**src/rtl/fifo_pkt_reader_pkg.sv**
```systemverilog
// fifo_pkt_reader_pkg: shared state encoding and skid buffer depth
package fifo_pkt_reader_pkg;
  typedef enum logic [1:0] {IDLE = 2'd0, STREAM = 2'd1, DRAIN = 2'd2} state_t;
  localparam int SKID_DEPTH = 2;
endpackage

```
**src/rtl/fifo_pkt_reader_skid_buf2.sv**
```systemverilog
// skid_buf2: 2-entry valid/ready buffer exposing its occupancy count
module skid_buf2
  import fifo_pkt_reader_pkg::*;
#(
  parameter int W = 34
) (
  input  logic         clk,
  input  logic         rst,
  input  logic         in_valid,
  input  logic [W-1:0] in_data,
  output logic         out_valid,
  input  logic         out_ready,
  output logic [W-1:0] out_data,
  output logic [1:0]   count
);
  logic [W-1:0] mem [SKID_DEPTH];
  logic rd_ptr, wr_ptr, pop;
  assign out_valid = count != 2'd0;
  assign pop = out_valid && out_ready;
  assign out_data = mem[rd_ptr];
  always_ff @(posedge clk or posedge rst) begin
    if (rst) begin
      mem <= '{default: '0};
      rd_ptr <= 1'b0;
      wr_ptr <= 1'b0;
      count <= 2'd0;
    end else begin
      if (in_valid) begin
        mem[wr_ptr] <= in_data;
        wr_ptr <= !wr_ptr;
      end
      if (pop) rd_ptr <= !rd_ptr;
      count <= count + {1'b0, in_valid} - {1'b0, pop};
    end
  end
endmodule

```
**src/rtl/fifo_pkt_reader.sv**
```systemverilog
// fifo_pkt_reader: drains a fifo into a sop/eop framed valid/ready packet stream
module fifo_pkt_reader
  import fifo_pkt_reader_pkg::*;
#(
  parameter int DATA_WIDTH = 32,
  parameter int ADDR_BITS  = 10,
  parameter int PKT_LEN    = 8
) (
  input  logic                  clk,
  input  logic                  rst,
  input  logic                  en,
  input  logic                  flush,
  input  logic                  fifo_empty,
  input  logic [ADDR_BITS-1:0]  fifo_usedw,
  input  logic [DATA_WIDTH-1:0] fifo_data,
  output logic                  fifo_rdreq,
  output logic [DATA_WIDTH-1:0] out_data,
  output logic                  out_valid,
  input  logic                  out_ready,
  output logic                  out_sop,
  output logic                  out_eop,
  output logic                  busy
);
  localparam logic [ADDR_BITS-1:0] PLEN = ADDR_BITS'(PKT_LEN);
  state_t state;
  logic [ADDR_BITS-1:0] len, issued;
  logic inflight, tag_sop, tag_eop, pop;
  logic [1:0] count;
  logic [2:0] credit;
  logic [DATA_WIDTH+1:0] head;
  assign pop = out_valid && out_ready;
  assign credit = 3'(SKID_DEPTH) - {1'b0, count} - {2'b0, inflight} + {2'b0, pop};
  assign fifo_rdreq = en && state == STREAM && issued < len && !fifo_empty && credit != 3'd0;
  assign {out_sop, out_eop, out_data} = head;
  assign busy = state != IDLE;
  skid_buf2 #(.W(DATA_WIDTH + 2)) u_skid (
    .clk       (clk),
    .rst       (rst),
    .in_valid  (inflight),
    .in_data   ({tag_sop, tag_eop, fifo_data}),
    .out_valid (out_valid),
    .out_ready (out_ready),
    .out_data  (head),
    .count     (count)
  );
  always_ff @(posedge clk or posedge rst) begin
    if (rst) begin
      state <= IDLE;
      len <= '0;
      issued <= '0;
      inflight <= 1'b0;
      tag_sop <= 1'b0;
      tag_eop <= 1'b0;
    end else begin
      inflight <= fifo_rdreq;
      if (fifo_rdreq) begin
        tag_sop <= issued == '0;
        tag_eop <= issued == len - 1'b1;
        issued <= issued + 1'b1;
      end
      case (state)
        IDLE:
          if (en && fifo_usedw >= PLEN) begin
            len <= PLEN;
            issued <= '0;
            state <= STREAM;
          end else if (en && flush && fifo_usedw != '0) begin
            len <= fifo_usedw > PLEN ? PLEN : fifo_usedw;
            issued <= '0;
            state <= STREAM;
          end
        STREAM: if (issued == len) state <= DRAIN;
        DRAIN: if (pop && out_eop) state <= IDLE;
        default: state <= IDLE;
      endcase
    end
  end
endmodule
```
**config.mk**
```make
export PLATFORM = sky130hd
export DESIGN_NAME = fifo_pkt_reader
export DESIGN_NICKNAME = d
export VERILOG_FILES = /design/src/rtl/fifo_pkt_reader_pkg.sv /design/src/rtl/fifo_pkt_reader_skid_buf2.sv /design/src/rtl/fifo_pkt_reader.sv
export SDC_FILE = /design/constraint.sdc
export NUM_CORES = 1
export LEC_CHECK = 0
export ABC_CLOCK_PERIOD_IN_PS = 3100
export CAP_MARGIN = 20
export CORE_MARGIN = 4
export CORE_UTILIZATION = 48
export DETAILED_ROUTE_END_ITERATION = 8
export MAX_ROUTING_LAYER = met4
export PLACE_DENSITY = 0.74
export SLEW_MARGIN = 20
export SYNTH_ARGS = -nofsm -noshare
export SYNTH_HDL_FRONTEND = slang
export SYNTH_SLANG_ARGS = --single-unit
```
**constraint.sdc**
```tcl
create_clock -name clk -period 3.1 [get_ports clk]
set_clock_uncertainty 0.15 [all_clocks]
set_input_delay 0.465 -clock clk [delete_from_list [all_inputs] [get_ports clk]]
set_output_delay 0.465 -clock clk [all_outputs]
set_load 0.01 [all_outputs]
```
; ---- After elaboration in Yosys (flattened, before gate mapping)
; Index checks and enable logic that the tools add are counted.
[word_totals]
ff_bits = 97
input_bits = 48
out_inout_bits = 37
wordCells = 73
[op_classes]
add_sub_neg = 7
n_lt_le_gt_ge = 6
eq_ne = 7
muxes = 18
bitwise_logic = 2
reduce_logical = 22
[op_table]
columns = operator, n
row1 = 34-bit 2-to-1 mux, 4
row2 = 10-bit 2-to-1 mux, 7
row3 = 68-bit bitwise mux, 1
row4 = 34-bit demux with 1-bit select, 1
row5 = 10-bit equality test, 2
row6 = 10-bit by 1-bit adder with 10-bit output (second input constant), 1
row7 = 10-bit by 4-bit greater-or-equal comparator with 1-bit output (second input constant), 1
row8 = 10-bit by 4-bit > comparator with 1-bit output (second input constant), 1
row9 = 1-bit logical AND, 10
row10 = 10-bit zero test, 1
row11 = 10-bit less-than comparator, 1
row12 = 10-bit nonzero test, 1
row13 = 10-bit by 1-bit subtractor with 10-bit output (second input constant), 1
row14 = 2-bit 2-to-1 mux, 4
row15 = 2-bit one-hot mux with 3 select lines, 1
row16 = 2-bit nonzero test, 3
row17 = 2-bit greater-or-equal comparator (second input constant), 2
row18 = 1-bit NOT with 2-bit output, 2
row19 = 3-bit by 1-bit adder with 3-bit output, 1
row20 = 1-bit zero test, 3
row21 = 3-bit != test (second input constant), 1
row22 = 3-bit AND reduction, 1
row23 = 3-bit nonzero test, 1
row24 = 2-bit by 2-bit subtractor with 3-bit output (first input constant), 1
row25 = other kinds (10), 10

; ---- Depth between registers and ports, before layout
[logic_depth]
word_depth = 9
depth_mapped = 10
mapped_depth_nobuf = 10

; ---- Cells and area by module
; From an unflattened synthesis, not the netlist that was laid out.
[unflattened]
cells_unflattened = 390
hier_area_um2 = 4929.7
[modules_own_cells]
columns = module, instances, cells_per_inst, area_each_um2, seq_area_each_um2
row1 = skid_buf2, 1, 198, 3161.8, 1801.7
row2 = fifo_pkt_reader, 1, 192, 1767.9, 625.6

; ---- Worst setup path before layout
; No wires, ideal clock.
[synth_path]
kind = reg2out
from = register u_skid.count[1]
to = output fifo_rdreq
t_arrival_ps = 2164
path_slack_ps = 321
stages_incl_launch_ff = 9
path_cell_list = dfrtp_1 > or2_2 > and2_1 > fa_1 > inv_1 > ha_1 > nand2b_1 > o221ai_2 > nor2_1
[synth_via]
elab_chain_len = 5
elab_cells_between_ends = 7
cone_classes = add/sub (3) / reduce/logical (4)
[synth_lines]
columns = element, line_no
row1 = from (decl), fifo_pkt_reader_skid_buf2.sv:14  ; output logic [1:0] count
row2 = from (signal assigned), fifo_pkt_reader_skid_buf2.sv:33  ; count <= count + {1'b0, in_valid} - {1'b0, pop};
row3 = 2-bit nonzero test, fifo_pkt_reader_skid_buf2.sv:18  ; assign out_valid = count != 2'd0;
row4 = via out_valid, fifo_pkt_reader.sv:18  ; output logic out_valid,
row5 = 1-bit logical AND, fifo_pkt_reader.sv:31  ; assign pop = out_valid && out_ready;
row6 = via pop, fifo_pkt_reader.sv:27  ; logic inflight, tag_sop, tag_eop, pop;
row7 = 3-bit by 1-bit adder with 3-bit output, fifo_pkt_reader.sv:32  ; assign credit = 3'(SKID_DEPTH) - {1'b0, count} - {2'b0, inflight} + {2'b0, pop};
row8 = 3-bit nonzero test, fifo_pkt_reader.sv:33  ; assign fifo_rdreq = en && state == STREAM && issued < len && !fifo_empty && credit != 3'd0;
row9 = 1-bit logical AND, fifo_pkt_reader.sv:33
row10 = to (decl), fifo_pkt_reader.sv:16  ; output logic fifo_rdreq,
; The timed path passes the listed nets, and every way through them passes these cells.

; ---- Worst setup path after layout
[layout_path]
from = register u_skid.count[0]
to = register issued[0]
[layout_via]
elab_chain_len = 9
elab_cells_between_ends = 11
cone_classes = add/sub (3) / mux (4) / reduce/logical (4)
[layout_lines]
columns = element, line_no
row1 = 2-bit nonzero test *, fifo_pkt_reader_skid_buf2.sv:18
row2 = 1-bit logical AND *, fifo_pkt_reader.sv:31
row3 = via pop, fifo_pkt_reader.sv:27
row4 = 3-bit by 1-bit adder with 3-bit output *, fifo_pkt_reader.sv:32
row5 = 3-bit nonzero test *, fifo_pkt_reader.sv:33
row6 = 1-bit logical AND *, fifo_pkt_reader.sv:33
row7 = 10-bit 2-to-1 mux *, fifo_pkt_reader.sv:56  ; if (fifo_rdreq) begin
row8 = 10-bit 2-to-1 mux, fifo_pkt_reader.sv:67  ; end else if (en && flush && fifo_usedw != '0) begin
row9 = 10-bit 2-to-1 mux, fifo_pkt_reader.sv:63  ; if (en && fifo_usedw >= PLEN) begin
row10 = 10-bit 2-to-1 mux *, fifo_pkt_reader.sv:61  ; case (state)
row11 = to (signal assigned), fifo_pkt_reader.sv:59  ; issued <= issued + 1'b1;
row12 = to (decl), fifo_pkt_reader.sv:26  ; logic [ADDR_BITS-1:0] len, issued;
; The timed path passes the listed nets; every way through them passes the cells marked *.
; A chain may end at the register's enable or synchronous reset.

==> results.rst <==
.. list-table::
   :header-rows: 1

   * - Metric
     - Value
   * - Total clock buffers created by CTS
     - 9
   * - Fraction of final layout cells sized beyond drive strength 1
     - 31.54%
   * - Max transition margin
     - about 64%
   * - Buffer cell driving the clock tree root
     - sky130_fd_sc_hd__clkbuf_8
   * - Unrepaired setup endpoints after global routing
     - false
   * - Nets in the synthesized netlist
     - about 450
   * - Vertical extent of the die
     - approximately 110 µm
   * - Distinct cells, synth
     - 44
   * - Starting utilization of the core area
     - between 40% and 50%
   * - Portion of total power attributed to the clock network
     - 14.5%
   * - Result of the run
     - completed
   * - H-tree level count
     - 3
   * - Total routing resource utilization after global routing
     - between 10% and 20%
   * - CTS Hold Bufs
     - 0
   * - Overall die area
     - between 10000 and 15000 µm²
   * - Synthesized area per cell
     - about 13 µm²
   * - Sw frac
     - roughly a third
   * - Synthesized instance count
     - 380
   * - DP Wirelength
     - 7052 µm
   * - Crit Path Category
     - flop to flop
   * - Max Slew Vio Count
     - 0
   * - Maximum fanout along the worst path
     - 4
   * - Post-layout minimum cycle time
     - around 3000 ps
   * - VDD IR-drop max
     - 558.5 µV
   * - Setup TNS after final layout
     - 0 ps
   * - Flops & latches, synth
     - 97
   * - Synth warnings
     - 0
   * - Placement-stage cell area
     - ~5800 µm²
   * - Number of remaining DRC errors
     - 0
   * - Final period utilization
     - 94.50%
   * - Detail-routed via count per cell
     - roughly 5.3
   * - Cell internal pwr
     - roughly 0.0039 W
   * - Worst Setup End Kind
     - flop
   * - Number of global-route vias before repair
     - ~3600
   * - Cell total after placement
     - approximately 600
   * - Design area
     - ~6100 µm²
   * - Number of antenna repair diodes
     - 0
   * - Proportion of register bits with asynchronous set or reset after synthesis
     - 100.0%
   * - Top post-synthesis cells by area
     - sky130_fd_sc_hd__dfrtp_1 51%, sky130_fd_sc_hd__mux2_2 24%, sky130_fd_sc_hd__ha_1 4.2%
   * - First-pass GRT wire length
     - ~17000 µm
   * - Critical Path Source Type
     - flop
   * - Vias after detailed routing
     - roughly 3300
   * - ANT nets after route
     - 0
   * - WP data required
     - approximately 3200 ps
   * - Final Hold Slack
     - approximately 350 ps
   * - Port-buffer cells
     - 84
   * - Total standard cell area after synthesis
     - between 4000 and 5000 µm²
   * - Drt wl/cell
     - ~16 µm
   * - Final Setup Violations
     - 0
   * - Sequential Power Share
     - 37.3%
   * - First-pass iteration count of the detailed router
     - 4
   * - Register clock-pin slew on the reported worst setup and hold paths
     - 90 ps
   * - Share of the synthesized area in the top cell type
     - between 50% and 60%
   * - Layout area overhead
     - 27.38%
   * - Net switching power figure
     - roughly 0.0019 W
   * - Non-Filler Instances
     - 615
   * - Sum of routed wire length over all layers
     - around 10000 µm
   * - Number of nets in the finished design
     - approximately 540
   * - Chip width
     - 107.7 µm
   * - Data arrival at the endpoint of the critical path
     - around 3000 ps
   * - Class of the tightest hold or removal check
     - flop to flop
   * - FP Rows
     - 36
   * - Reported leakage power
     - around 2.6 nW
   * - Maximum clock path buffer count
     - 2
   * - Predominant post-synthesis flop cell
     - sky130_fd_sc_hd__dfrtp_1
   * - Number of max-cap violations
     - 0
   * - Total grt overflow
     - 0
   * - Final hold violations
     - 0
   * - Post-synthesis sequential area ratio
     - 50.92%
   * - Max Clock Freq
     - about 340 MHz
   * - Most numerous cell in the Yosys netlist
     - sky130_fd_sc_hd__mux2_2
   * - Total power density per cell area
     - around 950 nW/µm²
   * - Library cell occupying the most area in the post-synthesis netlist
     - sky130_fd_sc_hd__dfrtp_1
   * - Total I/O pin count
     - 85
   * - Post-synth top cells
     - 103 x sky130_fd_sc_hd__mux2_2, 97 x sky130_fd_sc_hd__dfrtp_1, 20 x sky130_fd_sc_hd__inv_1
   * - Floorplan Core Area
     - about 9700 µm²
   * - Combinational cell fraction of total power
     - ~48%
   * - Worst-Skew Late Latency
     - about 350 ps
   * - Flop-to-flop setup slack
     - ~170 ps
   * - Number of enable flip-flop cells after synthesis
     - 0
   * - Clock sink total
     - 97
   * - Number of antenna violations at the first check in global routing
     - 0
   * - Transition time of the tightest slew-check pin
     - approximately 540 ps
   * - Last weighted congestion value of the routability-driven placer
     - 0.8224
   * - Number of DRC violations after detailed-routing iteration 0
     - ~160
   * - Clock tree from TritonCTS
     - done
   * - Maximum number of pins on one net before global-route repair
     - 98
==> final timing paths <==
check | to | depth (start not counted) | startpoint
hold / removal | u_skid.wr_ptr$_DFFE_PP0P_ | 1 | u_skid.wr_ptr$_DFFE_PP0P_
setup reg to reg | issued[0]$_DFF_PP0_ | 16 | u_skid.count[0]$_DFF_PP0_
max in group asynchronous | issued[4]$_DFF_PP0_ | 3 | rst
min in group asynchronous | u_skid.mem[3]$_DFFE_PP0P_ | 3 | rst
setup / recovery | issued[0]$_DFF_PP0_ | 16 | u_skid.count[0]$_DFF_PP0_
hold reg to reg | u_skid.wr_ptr$_DFFE_PP0P_ | 1 | u_skid.wr_ptr$_DFFE_PP0P_
==> cell families (layout without fill, tap and decap cells) <==
kind of cell,count (synthesis),after routing,share of synthesized area [%]
xor+xnor,19,19,3.491
compound gates,33,33,4.672
flops,97,97,50.92
simple gates,74,74,8.767
fa+ha+maj,17,17,4.619
buf+inv,35,137,2.782
mux,105,105,24.75
==> power by group through the flow <==
stage	logic (W)	registers (W)	clock network [W]
2_1_floorplan	0.00170	0.00207	0
3_3_place_gp	0.00269	0.00213	0
3_5_place_dp	0.00277	0.00217	0
4_1_cts	0.00280	0.00215	0.000863
5_1_grt	0.00303	0.00223	0.000924
6_report	0.00278	0.00215	0.000840
==> layout make-up <==
class                      instances  area (µm²)
clock buffer                      10       127.6
clock inverter                     6       73.82
sequential                        97        2427
fill                             800        3657
timing repair buffer             101       975.9
multi-input combinational        248        2222
inverter                          20       78.83
tap                              133       166.4
==> cell usage in the layout, fill, tap and decap left out, drive strengths merged, types with 2 or more instances in the layout <==
cell,instances
or4,2
a21oi,8
and3,4
inv,21
clkdlybuf4s50,83
o21ai,11
nor4b,2
dfrtp,97
xnor2,17
clkinvlp,3
a31o,2
mux2,103
nand3,13
xor2,2
and2,2
o31ai,2
nand2b,2
ha,16
nand2,13
buf,18
nor3,5
mux2i,2
nor2,17
a21o,2
nor4,9
clkbuf,10
==> routing by layer <==
layer  part of all wire (%)  wire length, µm  track usage [%]  vias to the layer above
met5                      0                0                -                        -
met4                    1.3              125            5.410                        0
met3                    4.2              418            2.939                        9
met2                     48             4742            29.71                       84
met1                     47             4697            24.90                     1630
li1                       -                -                -                     1550
==> metrics by stage <==
| stage | utilization (%) | setup WS, ps | total power, W |
|---|---|---|---|
| floorplan | - | 321.3 | 0.003770 |
| CTS | 62.28 | 55.71 | 0.005813 |
| finish | 62.41 | 170.5 | 0.005773 |
| global route | 62.41 | 41.65 | 0.006179 |
| detailed placement | 59.85 | -149.1 | 0.004940 |
| global placement | 59.85 | -62.85 | 0.004817 |
==> sequential cells by signal, summed over array words and instances, names as in the netlist <==
register and count:
u_skid.mem 68, issued 10, len 10, state 2
u_skid.count 2, inflight 1, tag_eop 1, tag_sop 1
u_skid.rd_ptr 1, u_skid.wr_ptr 1
==> worst max-delay path, cell delays in order, from the launching register on <==
cell	delay (ps)
sky130_fd_sc_hd__dfrtp_1	400
sky130_fd_sc_hd__or2_4	240
sky130_fd_sc_hd__and2_4	160
sky130_fd_sc_hd__fa_1	390
sky130_fd_sc_hd__inv_1	70
sky130_fd_sc_hd__ha_1	110
sky130_fd_sc_hd__nand2b_1	70
sky130_fd_sc_hd__o221ai_2	230
sky130_fd_sc_hd__nor2_2	60
sky130_fd_sc_hd__buf_4	140
sky130_fd_sc_hd__buf_4	120
sky130_fd_sc_hd__buf_4	120
sky130_fd_sc_hd__buf_4	120
sky130_fd_sc_hd__buf_4	120
sky130_fd_sc_hd__buf_4	140
sky130_fd_sc_hd__xnor2_2	120
sky130_fd_sc_hd__nor2_1	60
==> what timing repair did <==
item                                   4_1_cts  5_1_grt
setup endpoints to repair                    1        4
resized for setup                            5        4
endpoints found under the hold margin        0        0
pin swaps                                    1        2
setup buffers                                5        0
(Power assumes the default switching activity.)
